## src/rtl/button_event.sv

```systemverilog
// Turns a debounced switch level into PRESS / RELEASE / LONG / REPEAT events.
// Events are offered through a single-entry valid/ready buffer; the FSM never stalls.
module button_event #(
  parameter bit ACTIVE_LEVEL          = 1'b1,
  parameter int LONG_PRESS_TICKS      = 1000,
  parameter int REPEAT_INTERVAL_TICKS = 100,
  parameter bit ENABLE_REPEAT         = 1'b1
) (
  input  logic       clock,
  input  logic       reset,
  input  logic       tick,
  input  logic       switch_in,
  output logic       pressed,
  output logic       event_valid,
  input  logic       event_ready,
  output logic [1:0] event_code,
  output logic       overflow
);

  localparam int CNT_MAX = (LONG_PRESS_TICKS > REPEAT_INTERVAL_TICKS) ?
                           LONG_PRESS_TICKS : REPEAT_INTERVAL_TICKS;
  localparam int CNT_W   = (CNT_MAX < 1) ? 1 : $clog2(CNT_MAX + 1);

  localparam logic [CNT_W-1:0] LONG_LAST   = CNT_W'(LONG_PRESS_TICKS - 1);
  localparam logic [CNT_W-1:0] REPEAT_LAST = CNT_W'(REPEAT_INTERVAL_TICKS - 1);
  localparam logic [CNT_W-1:0] CNT_ZERO    = '0;
  localparam logic [CNT_W-1:0] CNT_ONE     = CNT_W'(1);

  localparam logic [1:0] EV_PRESS   = 2'd0;
  localparam logic [1:0] EV_RELEASE = 2'd1;
  localparam logic [1:0] EV_LONG    = 2'd2;
  localparam logic [1:0] EV_REPEAT  = 2'd3;

  typedef enum logic [1:0] {
    ST_IDLE      = 2'd0,
    ST_PRESSED   = 2'd1,
    ST_LONG_HELD = 2'd2
  } state_t;

  state_t           state_reg, state_next;
  logic [CNT_W-1:0] count_reg, count_next;
  logic             prev_act_reg;
  logic             pressed_reg;
  logic             valid_reg;
  logic [1:0]       code_reg;
  logic             overflow_reg;

  logic             act;
  logic             rise;
  logic             fall;
  logic             gen_valid;
  logic [1:0]       gen_code;

  // Edge detection runs every clock; only the hold counter is tick-gated.
  assign act  = (switch_in == ACTIVE_LEVEL);
  assign rise = act && !prev_act_reg;
  assign fall = !act && prev_act_reg;

  // State register, counter and event buffer.
  always_ff @(posedge clock) begin
    if (reset) begin
      state_reg    <= ST_IDLE;
      count_reg    <= CNT_ZERO;
      prev_act_reg <= 1'b0;
      pressed_reg  <= 1'b0;
      valid_reg    <= 1'b0;
      code_reg     <= EV_PRESS;
      overflow_reg <= 1'b0;
    end else begin
      state_reg    <= state_next;
      count_reg    <= count_next;
      prev_act_reg <= act;
      pressed_reg  <= (state_next != ST_IDLE);
      overflow_reg <= 1'b0;
      if (!valid_reg || event_ready) begin
        valid_reg <= gen_valid;
        if (gen_valid) begin
          code_reg <= gen_code;
        end
      end else if (gen_valid) begin
        // Consumer is stalling: keep the held event, flag the lost one.
        overflow_reg <= 1'b1;
      end
    end
  end

  // Next-state and hold-counter logic; fall always wins over a same-cycle tick.
  always_comb begin
    state_next = state_reg;
    count_next = count_reg;
    case (state_reg)
      ST_IDLE: begin
        if (rise) begin
          state_next = ST_PRESSED;
          count_next = CNT_ZERO;
        end
      end
      ST_PRESSED: begin
        if (fall) begin
          state_next = ST_IDLE;
          count_next = CNT_ZERO;
        end else if (tick) begin
          if (count_reg == LONG_LAST) begin
            state_next = ST_LONG_HELD;
            count_next = CNT_ZERO;
          end else begin
            count_next = count_reg + CNT_ONE;
          end
        end
      end
      ST_LONG_HELD: begin
        if (fall) begin
          state_next = ST_IDLE;
          count_next = CNT_ZERO;
        end else if (!ENABLE_REPEAT) begin
          count_next = CNT_ZERO;
        end else if (tick) begin
          if (count_reg == REPEAT_LAST) begin
            count_next = CNT_ZERO;
          end else begin
            count_next = count_reg + CNT_ONE;
          end
        end
      end
      default: begin
        state_next = ST_IDLE;
        count_next = CNT_ZERO;
      end
    endcase
  end

  // Event generation: at most one event per cycle.
  always_comb begin
    gen_valid = 1'b0;
    gen_code  = EV_PRESS;
    case (state_reg)
      ST_IDLE: begin
        if (rise) begin
          gen_valid = 1'b1;
          gen_code  = EV_PRESS;
        end
      end
      ST_PRESSED: begin
        if (fall) begin
          gen_valid = 1'b1;
          gen_code  = EV_RELEASE;
        end else if (tick && (count_reg == LONG_LAST)) begin
          gen_valid = 1'b1;
          gen_code  = EV_LONG;
        end
      end
      ST_LONG_HELD: begin
        if (fall) begin
          gen_valid = 1'b1;
          gen_code  = EV_RELEASE;
        end else if (ENABLE_REPEAT && tick && (count_reg == REPEAT_LAST)) begin
          gen_valid = 1'b1;
          gen_code  = EV_REPEAT;
        end
      end
      default: begin
        gen_valid = 1'b0;
        gen_code  = EV_PRESS;
      end
    endcase
  end

  assign pressed     = pressed_reg;
  assign event_valid = valid_reg;
  assign event_code  = code_reg;
  assign overflow    = overflow_reg;

endmodule

```

## config.mk

```make
export PLATFORM = sky130hd
export DESIGN_NAME = button_event
export DESIGN_NICKNAME = d
export VERILOG_FILES = /design/src/rtl/button_event.sv
export SDC_FILE = /design/constraint.sdc
export NUM_CORES = 1
export LEC_CHECK = 0
export BUFFER_PORTS_ARGS = -buffer_cell sky130_fd_sc_hd__buf_2
export CELL_PAD_IN_SITES_DETAIL_PLACEMENT = 1
export CELL_PAD_IN_SITES_GLOBAL_PLACEMENT = 2
export CORE_MARGIN = 1
export CORE_UTILIZATION = 34
export DETAILED_ROUTE_END_ITERATION = 16
export PLACE_DENSITY = 0.83
export SYNTH_ARGS = -nofsm -noshare
export SYNTH_HDL_FRONTEND = slang
export SYNTH_SLANG_ARGS = --single-unit
```

## constraint.sdc

```tcl
create_clock -name clock -period 2.34 [get_ports clock]
set_input_delay 0.468 -clock clock [delete_from_list [all_inputs] [get_ports clock]]
set_output_delay 0.468 -clock clock [all_outputs]
set_load 0.1 [all_outputs]
```

==> impl_metrics.env <==
export IMPL_status="completed"
export IMPL_hold_viol_final=0
export IMPL_min_period_ns=2.152
export IMPL_n_antenna_cell=0
export IMPL_start_kind="flip-flop"
export IMPL_io_buffers=9
export IMPL_drive_gt1_frac=0.1678
export IMPL_arrival_ns=2.34
export IMPL_fp_dieH_um=58.65
export IMPL_synth_area_leaders="dfxtp_1 33%, a22o_1 6.4%, ha_1 5.7%, nand3_1 5.5%, nand2_1 4.1%"
export IMPL_worstSetupPathType="flip-flop to flip-flop"
export IMPL_num_rows=20
export IMPL_start_util=0.3574
export IMPL_max_freq_mhz=464.7
export IMPL_synth_top_family_by_area="simple AND/OR/NAND/NOR gates"
export IMPL_dp_hpwl_mm=2.135
export IMPL_wl_per_cell_um=14.28
export IMPL_synth_compound_area_frac=0.1995
export IMPL_utilization=0.4012
export IMPL_dr_total_vias=1011
export IMPL_power_leakage_nw=0.4866
export IMPL_required_ns=2.53
export IMPL_netlist_instances=132
export IMPL_routed_via_density=5.406
export IMPL_grt_pass1_vias=1063
export IMPL_antenna_found_initial=0
export IMPL_register_area_um2=360.3
export IMPL_tns_ns=0
export IMPL_worstMarginPinSlew_ns=0.4858
export IMPL_dp_cells=183
export IMPL_yosys_cell_types_count=40
export IMPL_numCtsBuffers=3
export IMPL_power_density_nw_per_um2=513.0
export IMPL_finalClockSkew_ns=0.005933
export IMPL_cts_tree="yes"
export IMPL_synth_xor_area_share=0
export IMPL_clk_pin_slew_ns=0.11
export IMPL_dieArea_um2=3439
export IMPL_rsz0062_at_grt="false"
export IMPL_gp_congestion=0.8660
export IMPL_crit_fanout=5
export IMPL_post_cts_buffers=0
export IMPL_synthToLayoutAreaGrowth_pct=12.27
export IMPL_fin_nets=154
export IMPL_syn_area_um2=1091
export IMPL_syn_avg_cell_area_um2=8.266
export IMPL_holdWs_ns=0.4267
export IMPL_clk_latency_ns=0.29
export IMPL_yosysWarningCount=0
export IMPL_grt_max_degree=13
export IMPL_finalSetupViolations=0
export IMPL_pin_count=10
export IMPL_synth_fp_nets=142
export IMPL_synthSimpleGateAreaFrac=0.3463
export IMPL_fillCellCount=389
export IMPL_relSlewSlack=0.6784
export IMPL_critPathCaptureType="flip-flop"
export IMPL_synth_edf_count=0
export IMPL_synth_area_leader_cell="dfxtp_1"
export IMPL_layout_cells_non_filler=187
export IMPL_ir_drop_v=0.0001832
export IMPL_clock_root_buffer="clkbuf_4"
export IMPL_async_reset_ff_frac=0
export IMPL_synth_mux_area_frac=0.03326
export IMPL_multi_input_area_um2=694.4
export IMPL_drtIter0Drc=40
export IMPL_hp_class="input port to flip-flop"
export IMPL_hold_buffers=0
export IMPL_period_share=0.9196
export IMPL_overflow=0
export IMPL_fp_dieW_um=58.65
export IMPL_ant_nets=0
export IMPL_grt_usage=0.1817
export IMPL_synth_seq_cells=18
export IMPL_grt_pass1_wl_mm=4.719
export IMPL_drcViolationCount=0
export IMPL_route_final_wire_length_mm=2.671
export IMPL_synth_flop_cell="dfxtp_1"
export IMPL_yosys_area_top_type_share=0.3303
export IMPL_postCtsResizedCells=0
export IMPL_p_total_mw=0.6283
export IMPL_cts_sinks=18
export IMPL_cts_htree_levels=1
export IMPL_dr_pass1_iters=4
export IMPL_clockBufferDepth=2
export IMPL_maxSlewViolCount=0
export IMPL_core_area_um2=3053
export IMPL_largest_reg_flops=10
export IMPL_ys_seq_area_frac=0.3303
export IMPL_drv_cap=0
export IMPL_synth_fa_ha_area_frac=0.05734
==> cells in the mapped netlist (3+ instances only) <==
master   number
nor3_1        4
nor2_1       10
dfxtp_1      18
a21oi_1       4
o21ai_0       8
nand3_1      12
nor2b_1       5
and3_1        5
inv_1         5
ha_1          5
a31oi_1       3
nand2_1      12
a22o_1        8
==> final timing paths <==
path                       from       endpoint  slack [ns]  cells past startpoint
setup / recovery   count_reg[0]  event_code[1]        0.19                      6
hold / removal        switch_in   prev_act_reg        0.43                      2
setup reg to reg   count_reg[0]  event_code[1]        0.19                      6
hold reg to reg   event_code[0]  event_code[0]        0.47                      2
==> critical path: stages (launching register included) <==
cell and delay [ns]:
dfxtp_1 0.41, ha_1 0.22, and4bb_2 0.31, and2_1 0.19, a41oi_2 0.19, or3b_4 0.43
mux2_4 0.30
==> layout by cell type (no fill, tap or decap), drive strengths merged, types with 3 or more instances in the layout <==
cell	count
a21oi	4
ha	5
nand3	12
nand2	12
inv	5
and3	5
nor2	10
dfxtp	18
and2	3
nor2b	5
buf	11
clkbuf	4
nor3	4
a22o	8
a31oi	3
o21ai	8
==> kinds of logic after synthesis <==
group	count (synthesis)
fa+ha+maj	5
flops	18
simple gates	66
mux	3
compound gates	31
buf+inv	9
==> routing by layer <==
metal,vias up,track usage,share of wire
met2,6,0.3218,0.50
met5,-,0,0
met4,0,0.08163,0.018
li1,511,-,-
met1,490,0.2156,0.47
met3,4,0.02857,0.017
==> layout make-up <==
| cell class | instances | share of cell area |
|---|---|---|
| clock buffers | 4 | 0.02962 |
| inverters | 5 | 0.01532 |
| multi-input cells | 105 | 0.5669 |
| flip-flops and latches | 18 | 0.2942 |
| well taps | 44 | 0.04494 |
| repair buffers | 11 | 0.04903 |
==> where the power goes <==
| group | internal (mW) | switching, mW | total [mW] | leakage, nW |
|---|---|---|---|---|
| Clock | 0.0947 | 0.103 | 0.198 | 0.0210 |
| Combinational | 0.0348 | 0.0772 | 0.112 | 0.320 |
| Sequential | 0.313 | 0.00513 | 0.319 | 0.146 |
| Total | 0.443 | 0.185 | 0.628 | 0.487 |
==> through the flow <==
| step | setup slack, ns | cell area, µm² |
|---|---|---|
| finish | 0.1880 | 1225 |
| global placement | 0.2356 | 1189 |
| global route | 0.09476 | 1225 |
| detailed placement | 0.1943 | 1189 |
| floorplan | 0.4308 | 1091 |
| CTS | 0.1747 | 1225 |
Power figures use the tool's default switching activity.
